==> config.mk <==
export PLATFORM = sky130hd
export DESIGN_NAME = imm_decode_stage_flat
export DESIGN_NICKNAME = d
export VERILOG_FILES = /design/src/rtl/imm_decode_stage_if.sv /design/src/rtl/imm_decode_stage.sv /design/src/flat_wrapper.sv
export SDC_FILE = /design/constraint.sdc
export NUM_CORES = 1
export LEC_CHECK = 0
export CAP_MARGIN = 20
export CORE_UTILIZATION = 50
export DETAILED_ROUTE_END_ITERATION = 12
export PLACE_DENSITY = 0.79
export SYNTH_ARGS = -nofsm -noshare
export SYNTH_HDL_FRONTEND = slang
export SYNTH_SLANG_ARGS = --single-unit
==> constraint.sdc <==
create_clock -name clk -period 3.72 [get_ports clk]
set_input_delay 0.558 -clock clk [delete_from_list [all_inputs] [get_ports clk]]
set_output_delay 0.558 -clock clk [all_outputs]
set_load 0.01 [all_outputs]
==> src/rtl/imm_decode_stage_if.sv <==
`default_nettype none
// ============================================================================
//  Module      : imm_decode_stage_if
//  Description : Handshake bundle for imm_decode_stage. The upstream side
//                carries a raw instruction and its PC. The downstream side
//                carries the decoded immediate, its format code, the illegal
//                flag and the PC that goes with it.
//                master : the agent that drives instructions in and takes
//                         decoded entries out
//                slave  : the decode stage itself
//  Ports       : in_valid/in_ready/in_inst/in_pc      (upstream handshake)
//                out_valid/out_ready/out_imm/out_fmt/
//                out_illegal/out_pc                   (downstream handshake)
//  Revision    : 1.0 - initial release
// ============================================================================
interface imm_decode_stage_if #(
    parameter int XLEN = 32
) ();

    logic            in_valid;
    logic            in_ready;
    logic [31:0]     in_inst;
    logic [XLEN-1:0] in_pc;

    logic            out_valid;
    logic            out_ready;
    logic [XLEN-1:0] out_imm;
    logic [2:0]      out_fmt;
    logic            out_illegal;
    logic [XLEN-1:0] out_pc;

    modport master (
        output in_valid,
        output in_inst,
        output in_pc,
        input  in_ready,
        input  out_valid,
        output out_ready,
        input  out_imm,
        input  out_fmt,
        input  out_illegal,
        input  out_pc
    );

    modport slave (
        input  in_valid,
        input  in_inst,
        input  in_pc,
        output in_ready,
        output out_valid,
        input  out_ready,
        output out_imm,
        output out_fmt,
        output out_illegal,
        output out_pc
    );

endinterface
`default_nettype wire

==> src/rtl/imm_decode_stage.sv <==
`default_nettype none
// ============================================================================
//  Module      : imm_decode_stage
//  Description : RISC-V immediate decode stage. It extracts and
//                sign-extends the immediate of each instruction and
//                classifies its format. Results pass through a
//                two-entry elastic buffer: an output register plus one skid
//                register. This gives one-cycle latency and full throughput.
//  Ports       : clk    - clock, all state changes on the rising edge
//                rst_n  - synchronous active-low reset
//                flush  - synchronous discard of every held entry
//                bus    - imm_decode_stage_if.slave (in_* / out_* handshake)
//  Parameters  : XLEN   - immediate / PC width, 32 or 64
//                RV64_W - 1 enables OP-IMM-32 / OP-32 decode when XLEN=64
//  Revision    : 1.0 - initial release
// ============================================================================
module imm_decode_stage #(
    parameter int XLEN   = 32,
    parameter bit RV64_W = 1'b0
) (
    input  wire logic          clk,
    input  wire logic          rst_n,
    input  wire logic          flush,
    imm_decode_stage_if.slave  bus
);

    // ------------------------------------------------------------------
    // Format codes
    // ------------------------------------------------------------------
    localparam logic [2:0] c_fmt_r     = 3'd0;
    localparam logic [2:0] c_fmt_i     = 3'd1;
    localparam logic [2:0] c_fmt_s     = 3'd2;
    localparam logic [2:0] c_fmt_b     = 3'd3;
    localparam logic [2:0] c_fmt_u     = 3'd4;
    localparam logic [2:0] c_fmt_j     = 3'd5;
    localparam logic [2:0] c_fmt_shamt = 3'd6;
    localparam logic [2:0] c_fmt_none  = 3'd7;

    // ------------------------------------------------------------------
    // Opcodes
    // ------------------------------------------------------------------
    localparam logic [6:0] c_op_load   = 7'b0000011;
    localparam logic [6:0] c_op_imm    = 7'b0010011;
    localparam logic [6:0] c_op_imm32  = 7'b0011011;
    localparam logic [6:0] c_op_jalr   = 7'b1100111;
    localparam logic [6:0] c_op_store  = 7'b0100011;
    localparam logic [6:0] c_op_branch = 7'b1100011;
    localparam logic [6:0] c_op_lui    = 7'b0110111;
    localparam logic [6:0] c_op_auipc  = 7'b0010111;
    localparam logic [6:0] c_op_jal    = 7'b1101111;
    localparam logic [6:0] c_op_op     = 7'b0110011;
    localparam logic [6:0] c_op_op32   = 7'b0111011;

    // The W-form opcodes exist only on a 64-bit datapath with RV64_W set.
    localparam bit c_xlen64 = (XLEN == 64);
    localparam bit c_rv64w  = RV64_W && c_xlen64;

    // ------------------------------------------------------------------
    // Combinational decode of the incoming instruction
    // ------------------------------------------------------------------
    logic [31:0]     w_inst;
    logic [6:0]      w_opcode;
    logic [2:0]      w_funct3;
    logic            w_is_shift;
    logic [11:0]     w_imm_i;
    logic [11:0]     w_imm_s;
    logic [12:0]     w_imm_b;
    logic [31:0]     w_imm_u;
    logic [20:0]     w_imm_j;
    logic [XLEN-1:0] w_dec_imm;
    logic [2:0]      w_dec_fmt;
    logic            w_dec_illegal;
    logic            w_narrow;

    assign w_inst     = bus.in_inst;
    assign w_opcode   = w_inst[6:0];
    assign w_funct3   = w_inst[14:12];
    assign w_is_shift = (w_funct3 == 3'b001) || (w_funct3 == 3'b101);

    assign w_imm_i = w_inst[31:20];
    assign w_imm_s = {w_inst[31:25], w_inst[11:7]};
    assign w_imm_b = {w_inst[31], w_inst[7], w_inst[30:25], w_inst[11:8], 1'b0};
    assign w_imm_u = {w_inst[31:12], 12'b0};
    assign w_imm_j = {w_inst[31], w_inst[19:12], w_inst[20], w_inst[30:21], 1'b0};

    always_comb begin
        w_dec_imm     = '0;
        w_dec_fmt     = c_fmt_none;
        w_dec_illegal = 1'b1;
        // A narrow shift has a 5-bit shamt. This covers every RV32 shift
        // and the W-form shifts, where inst[25] must be zero.
        w_narrow      = !c_xlen64;

        case (w_opcode)
            c_op_load, c_op_jalr: begin
                w_dec_imm     = XLEN'($signed(w_imm_i));
                w_dec_fmt     = c_fmt_i;
                w_dec_illegal = 1'b0;
            end
            c_op_imm, c_op_imm32: begin
                if ((w_opcode == c_op_imm32) && !c_rv64w) begin
                    w_dec_fmt     = c_fmt_none;
                    w_dec_illegal = 1'b1;
                end else if (w_is_shift) begin
                    w_narrow  = !c_xlen64 || (w_opcode == c_op_imm32);
                    w_dec_fmt = c_fmt_shamt;
                    if (w_narrow && w_inst[25]) begin
                        w_dec_imm     = '0;
                        w_dec_illegal = 1'b1;
                    end else if (w_narrow) begin
                        w_dec_imm     = XLEN'(w_inst[24:20]);
                        w_dec_illegal = 1'b0;
                    end else begin
                        w_dec_imm     = XLEN'(w_inst[25:20]);
                        w_dec_illegal = 1'b0;
                    end
                end else begin
                    w_dec_imm     = XLEN'($signed(w_imm_i));
                    w_dec_fmt     = c_fmt_i;
                    w_dec_illegal = 1'b0;
                end
            end
            c_op_store: begin
                w_dec_imm     = XLEN'($signed(w_imm_s));
                w_dec_fmt     = c_fmt_s;
                w_dec_illegal = 1'b0;
            end
            c_op_branch: begin
                w_dec_imm     = XLEN'($signed(w_imm_b));
                w_dec_fmt     = c_fmt_b;
                w_dec_illegal = 1'b0;
            end
            c_op_lui, c_op_auipc: begin
                w_dec_imm     = XLEN'($signed(w_imm_u));
                w_dec_fmt     = c_fmt_u;
                w_dec_illegal = 1'b0;
            end
            c_op_jal: begin
                w_dec_imm     = XLEN'($signed(w_imm_j));
                w_dec_fmt     = c_fmt_j;
                w_dec_illegal = 1'b0;
            end
            c_op_op: begin
                w_dec_fmt     = c_fmt_r;
                w_dec_illegal = 1'b0;
            end
            c_op_op32: begin
                if (c_rv64w) begin
                    w_dec_fmt     = c_fmt_r;
                    w_dec_illegal = 1'b0;
                end
            end
            default: begin
                w_dec_fmt     = c_fmt_none;
                w_dec_illegal = 1'b1;
            end
        endcase
    end

    // ------------------------------------------------------------------
    // Elastic buffer: output register + skid register
    // ------------------------------------------------------------------
    logic            r_out_valid;
    logic [XLEN-1:0] r_out_imm;
    logic [2:0]      r_out_fmt;
    logic            r_out_illegal;
    logic [XLEN-1:0] r_out_pc;

    logic            r_skid_valid;
    logic [XLEN-1:0] r_skid_imm;
    logic [2:0]      r_skid_fmt;
    logic            r_skid_illegal;
    logic [XLEN-1:0] r_skid_pc;

    logic            w_accept;
    logic            w_out_free;

    // The skid slot absorbs the single entry that can arrive while the
    // output is stalled. Readiness therefore depends only on registered
    // state, and no combinational path runs from out_ready to in_ready.
    assign bus.in_ready = !r_skid_valid;
    assign w_accept     = bus.in_valid && !r_skid_valid;
    assign w_out_free   = !r_out_valid || bus.out_ready;

    always_ff @(posedge clk) begin
        if (!rst_n) begin
            r_out_valid    <= 1'b0;
            r_out_imm      <= '0;
            r_out_fmt      <= '0;
            r_out_illegal  <= 1'b0;
            r_out_pc       <= '0;
            r_skid_valid   <= 1'b0;
            r_skid_imm     <= '0;
            r_skid_fmt     <= '0;
            r_skid_illegal <= 1'b0;
            r_skid_pc      <= '0;
        end else if (flush) begin
            // Only the valid bits are dropped. The data fields keep their
            // last values, so the outputs stay free of X and do not toggle.
            r_out_valid  <= 1'b0;
            r_skid_valid <= 1'b0;
        end else if (w_out_free) begin
            if (r_skid_valid) begin
                // in_ready is low here, so no new entry can arrive in the
                // same cycle. The older skid entry moves up first.
                r_out_valid    <= 1'b1;
                r_out_imm      <= r_skid_imm;
                r_out_fmt      <= r_skid_fmt;
                r_out_illegal  <= r_skid_illegal;
                r_out_pc       <= r_skid_pc;
                r_skid_valid   <= 1'b0;
            end else if (w_accept) begin
                r_out_valid    <= 1'b1;
                r_out_imm      <= w_dec_imm;
                r_out_fmt      <= w_dec_fmt;
                r_out_illegal  <= w_dec_illegal;
                r_out_pc       <= bus.in_pc;
            end else begin
                r_out_valid    <= 1'b0;
            end
        end else if (w_accept) begin
            r_skid_valid   <= 1'b1;
            r_skid_imm     <= w_dec_imm;
            r_skid_fmt     <= w_dec_fmt;
            r_skid_illegal <= w_dec_illegal;
            r_skid_pc      <= bus.in_pc;
        end
    end

    assign bus.out_valid   = r_out_valid;
    assign bus.out_imm     = r_out_imm;
    assign bus.out_fmt     = r_out_fmt;
    assign bus.out_illegal = r_out_illegal;
    assign bus.out_pc      = r_out_pc;

endmodule
`default_nettype wire

==> src/flat_wrapper.sv <==
// flat-port wrapper written by rule: the top's interface ports become plain ports
module imm_decode_stage_flat 
#(
    parameter int XLEN   = 32,
    parameter bit RV64_W = 1'b0
)
  (clk, rst_n, flush, bus_in_valid, bus_in_inst, bus_in_pc, bus_in_ready, bus_out_valid, bus_out_ready, bus_out_imm, bus_out_fmt, bus_out_illegal, bus_out_pc);
  imm_decode_stage_if #(.XLEN(XLEN)) bus_i ();
  input  wire logic clk;
  input  wire logic rst_n;
  input  wire logic flush;
  input wire logic [$bits(bus_i.in_valid)-1:0] bus_in_valid;
  input wire logic [$bits(bus_i.in_inst)-1:0] bus_in_inst;
  input wire logic [$bits(bus_i.in_pc)-1:0] bus_in_pc;
  output wire logic [$bits(bus_i.in_ready)-1:0] bus_in_ready;
  output wire logic [$bits(bus_i.out_valid)-1:0] bus_out_valid;
  input wire logic [$bits(bus_i.out_ready)-1:0] bus_out_ready;
  output wire logic [$bits(bus_i.out_imm)-1:0] bus_out_imm;
  output wire logic [$bits(bus_i.out_fmt)-1:0] bus_out_fmt;
  output wire logic [$bits(bus_i.out_illegal)-1:0] bus_out_illegal;
  output wire logic [$bits(bus_i.out_pc)-1:0] bus_out_pc;
  assign bus_i.in_valid = bus_in_valid;
  assign bus_i.in_inst = bus_in_inst;
  assign bus_i.in_pc = bus_in_pc;
  assign bus_in_ready = bus_i.in_ready;
  assign bus_out_valid = bus_i.out_valid;
  assign bus_i.out_ready = bus_out_ready;
  assign bus_out_imm = bus_i.out_imm;
  assign bus_out_fmt = bus_i.out_fmt;
  assign bus_out_illegal = bus_i.out_illegal;
  assign bus_out_pc = bus_i.out_pc;
  imm_decode_stage #(.XLEN(XLEN), .RV64_W(RV64_W)) u_core (.clk(clk), .rst_n(rst_n), .flush(flush), .bus(bus_i));
endmodule
### After elaboration in Yosys (flattened, before gate mapping)

Index checks and enable logic that the tools add are counted.
W data, S select, Z words.

* output and inout bits: 70
* input port bits: 69
* word-level logic and storage cells: 60
* register bits: 138

* bitwise operators: 3
* mux-type cells: 21
* reduce and logical (&&, ||, !) cells: 14
* eq/ne operators: 12

Operator list (number)
* $mux W32: 6
* $pmux W32 S6: 1
* $eq A7 B5 Y1 const B: 3
* $eq A7 B6 Y1 const B: 3
* $eq A7 B7 Y1 const B: 3
* $pmux W3 S7: 1
* $mux W3: 4
* $reduce_or A2 Y1: 4
* $reduce_or A8 Y1: 1
* $eq A7 B2 Y1 const B: 1
* $mux W1: 7
* $reduce_and A3 Y1: 2
* $mux W5: 1
* $eq A3 B1 Y1 const B: 1
* $eq A3 B3 Y1 const B: 1
* $not A1 Y1: 3
* $reduce_or A3 Y1: 1
* $logic_not A1 Y1: 2
* $logic_or A1 B1 Y1: 2
* $pmux W1 S2: 1
* $reduce_bool A2 Y1: 1
* $logic_and A1 B1 Y1: 1

### Longest topological paths before layout

* depth after elaboration: 7
* depth in mapped cells: 7
* mapped depth without buffers: 5

### Worst setup path after synthesis

Ideal clock, no wire load.

* kind: input to register
* from: input bus_in_inst[6]
* to: register u_core.r_skid_imm[20]
* buffers on the path: 2
* path slack: 1541 ps
* setup time: 68 ps
* stages: 7
* arrival time: 2111 ps
* data required time: 3652 ps
* cell sequence: buf_6 or3_4 a2111oi_4 nor3_2 o21a_1 buf_6 a21oi_4

* longest elaborated chain between the ends: 3
* elaborated cells on any way between the ends: 14
* classes of those cells: 9 x eq/ne; 2 x mux; 3 x reduce/logical

Ends and longest elaborated chain
* start, declared: RTL line flat_wrapper.sv:13 `input wire logic [$bits(bus_i.in_inst)-1:0] bus_in_inst;`
* $eq A7 B5 Y1, or another cell as far along: RTL line imm_decode_stage.sv:94, imm_decode_stage.sv:101
* $mux W32, or another cell as far along: RTL line imm_decode_stage.sv:101 `if ((w_opcode == c_op_imm32) && !c_rv64w) begin`
* $pmux W32 S6 *: RTL line imm_decode_stage.sv:94 `case (w_opcode)`
* end signal, assigned: RTL line imm_decode_stage.sv:223 `r_skid_imm <= w_dec_imm;`
* end, declared: RTL line imm_decode_stage.sv:170 `logic [XLEN-1:0] r_skid_imm;`

Every way passes the cells marked *; elsewhere a longest branch is shown, timed or not.
A chain may end at the register's enable or synchronous reset.

### Final worst setup path

* from: input bus_in_inst[6]
* to: register u_core.r_out_imm[21] (netlist: u_core.bus.out_imm[21])

* longest elaborated chain between the ends: 5
* elaborated cells on any way between the ends: 16
* classes of those cells: 9 x eq/ne; 4 x mux; 3 x reduce/logical

Ends and longest elaborated chain
* $eq A7 B5 Y1, or another cell as far along: RTL line imm_decode_stage.sv:94, imm_decode_stage.sv:101
* $mux W32, or another cell as far along: RTL line imm_decode_stage.sv:101
* $pmux W32 S6 *: RTL line imm_decode_stage.sv:94
* $mux W32 *: RTL line imm_decode_stage.sv:212 `end else if (w_accept) begin`
* $mux W32 *: RTL line imm_decode_stage.sv:203 `if (r_skid_valid) begin`
* end signal, assigned: RTL line imm_decode_stage.sv:207 `r_out_imm <= r_skid_imm;`
* end signal, assigned: RTL line imm_decode_stage.sv:214 `r_out_imm <= w_dec_imm;`
* end, declared: RTL line imm_decode_stage.sv:164 `logic [XLEN-1:0] r_out_imm;`

Every way passes the cells marked *; elsewhere a longest branch is shown, timed or not. The select of a mux whose other input is x is not followed.

==> impl_metrics.toml <==
[run_status]
status = "finished, final reports clean"

[global_routing]
grt_pass1_vias = 5487
grt.overflow.total = 0
grt_pass1_wl_mm = 26.9
grt_max_degree = 88
antenna_found_initial = 0
grt.total_usage = 0.262

[timing]
slew_headroom = 0.291
clock_skew_ns = 0.00462
tightest_slew_ns = 1.06
fin_crit_ns = 2.81
rsz0062_at_grt = "no"
final-setup-viol-count = 0
timing.final.crit_share = 0.754
fmax_mhz = 356
setup_tns_ns = 0
hold_viol = 0
slew_viol_final = 0

[final_layout]
final_nets = 893
drive_gt1_frac = 0.0824
layout_common_cells = "nand2_1 (167), clkdlybuf4s50_1 (137), dfxtp_1 (137)"
fillers = 954
n_antenna_cell = 0
final_common_cell = "nand2_1"
area_growth_syn_to_layout_pct = 33.7

[clock_tree]
cts_resized = 0
cts_setup_buffers = 0
postCtsHoldBufs = 0
cts_tree = "done"
cts_max_level = 4
clock_path_buffers = 2
worstSkewPairLatency_ns = 0.41
cts_root_buf = "clkbuf_16"
clk_pin_slew_ns = 0.06
cts.sink_count = 138
cts_made_buffers = 17

[floorplanning]
core_area_sq_mm = 0.0121
initial_core_util = 0.514
ios = 139
num_rows = 40
fp.dieW_um = 113
die_area_sq_mm = 0.0129
die_h_um = 113

[logic_synthesis]
synth_edf_count = 0
yosysWarnings = 0
yosys.area.top_type_share = 0.445
synth_top_flop_cell = "dfxtp_1"
syn_nets = 786
synth_seq_cells = 138
netlist_area_sq_mm = 0.00620
netlist_instances = 717
syn_area_per_cell_sq_um = 8.65
seq_area_frac_synth = 0.445
yosys.area.top_type = "dfxtp_1"
synth_cell_types = 55
async_flop_share = 0
synth.area.top_cells = "dfxtp_1 (45%), nand2_1 (10%), mux2i_1 (6.1%)"

[routing]
via_count = 5770
route.detailed.drc = 0
first_pass_iters = 6
routedWlPerCell_um = 16.4
drt_iter0_drc = 357
drtAntennaViolNets = 0
drt-total-wl_mm = 16.5
via_per_inst = 5.74

[setup_path]
max_stage_delay_ns = 0.62
path_cells = "clkdlybuf4s50_1 -> or3_4 -> a2111oi_4 -> nor3_2 -> nor2_1 -> a221o_1"
cp.required_ns = 4.07
cp-start-kind = "input port"
crit_type = "in -> reg"
crit_slowest_cell = "nor2_1"
cp.arrival_ns = 3.16
cp-end-kind = "register"
cp_top_family = "simple AND/OR/NAND/NOR gates"
crit_path_max_fanout = 11
worst-path-buf-inv = 1

[place]
port_buffers = 138
dp_hpwl_mm = 10.9
gp_congestion = 0.893

[power_and_ir_drop]
ir_drop_mv = 0.277
leakage_nw = 3.23
p_per_area_mw_per_mm2 = 450
finalPower_w = 0.00374

[min_path]
worst_hold_path_type = "reg -> reg"

[job]
maxCapViolations = 0
flip-flops by register name, summed over array words and instances, names as in the netlist:
name and cells:
u_core.bus.out_imm 32, u_core.bus.out_pc 32, u_core.r_skid_imm 32, u_core.r_skid_pc 32, u_core.bus.out_fmt 3, u_core.r_skid_fmt 3
u_core.bus.out_illegal 1, u_core.bus.out_valid 1, u_core.r_skid_illegal 1, u_core.r_skid_valid 1
per-layer routing:
metal,vias up,GRT usage,wire [um]
met4,0,0.109,405
met2,218,0.439,8040
met1,2752,0.330,7140
met3,33,0.0531,914
met5,-,0,0
li1,2767,-,-
cell families (layout without fill, tap and decap cells):
kind of cell,Yosys count,count (layout),share of synthesized area
and+or+nand+nor,265,265,0.192
AOI/OAI and AO/OA,212,212,0.258
DFF,138,138,0.445
buffers and inverters,64,184,0.0430
muxes,38,38,0.0613
where the power goes:
group | internal, W | switching (W) | leakage, nW
Combinational | 0.000181 | 0.000171 | 1.79
Sequential | 0.00152 | 0.0000235 | 1.12
Clock | 0.00121 | 0.000628 | 0.326
final cells by class:
type                       count  area, sq um  share of cell area
tap                          168          210              0.0253
timing repair buffer         148         1450               0.175
inverter                       4         15.0             0.00181
clock buffer                  22          494              0.0596
clock inverter                10          161              0.0195
sequential                   138         2770               0.334
multi-input combinational    515         3190               0.385
worst min-delay path, delay by kind of cell, from the launching register on:
kind	cells	cell delay, ns
flops	1	0.30
compound gates	1	0.06
simple gates	1	0.05
synthesized netlist by cell type, drive strengths merged, types with 2 or more instances:
cell type  count
a41oi          2
o21bai         4
or3            8
mux2i         38
or2            3
a221o         11
a211o          8
buf           17
a31oi          5
inv            4
nor4           3
a22oi          2
nand4b         2
a21boi        41
a21oi         32
nand2b         5
o2bb2ai        4
a211oi         6
a2111oi        3
nand3         40
nand2        167
o211a         33
clkbuf        43
o21a           2
and2           2
nor2b          3
and3           4
o21ai         47
dfxtp        138
nor2          18
o211ai         6
nor3           4
path summary, 6_finish.rpt:
check                                    startpoint                                   to  slack [ns]  depth (start not counted)
setup / recovery                     bus_in_inst[6]  u_core.bus.out_imm[21]$_SDFFE_PN0P_        0.91                          6
hold / removal    u_core.r_skid_pc[18]$_SDFFE_PN0P_    u_core.r_skid_pc[18]$_SDFFE_PN0P_        0.46                          2
setup reg to reg   u_core.r_skid_valid$_SDFFE_PP0P_    u_core.r_skid_pc[11]$_SDFFE_PN0P_        1.26                          6
hold reg to reg   u_core.r_skid_pc[18]$_SDFFE_PN0P_    u_core.r_skid_pc[18]$_SDFFE_PN0P_        0.46                          2
per-stage QoR:
stage                      util  hold WS, ns  worst slack [ns]  cell area, sq um  cells
after floorplan               -        0.443              1.54              6200    717
after global placement    0.633        0.450             0.565              7630    972
after detailed placement  0.633        0.460             0.539              7640    973
after CTS                 0.688        0.468             0.959              8290   1005
after global routing      0.688        0.485             0.809              8290   1005
final                     0.688        0.464             0.915              8290   1005
Power figures use the tool's default switching activity.
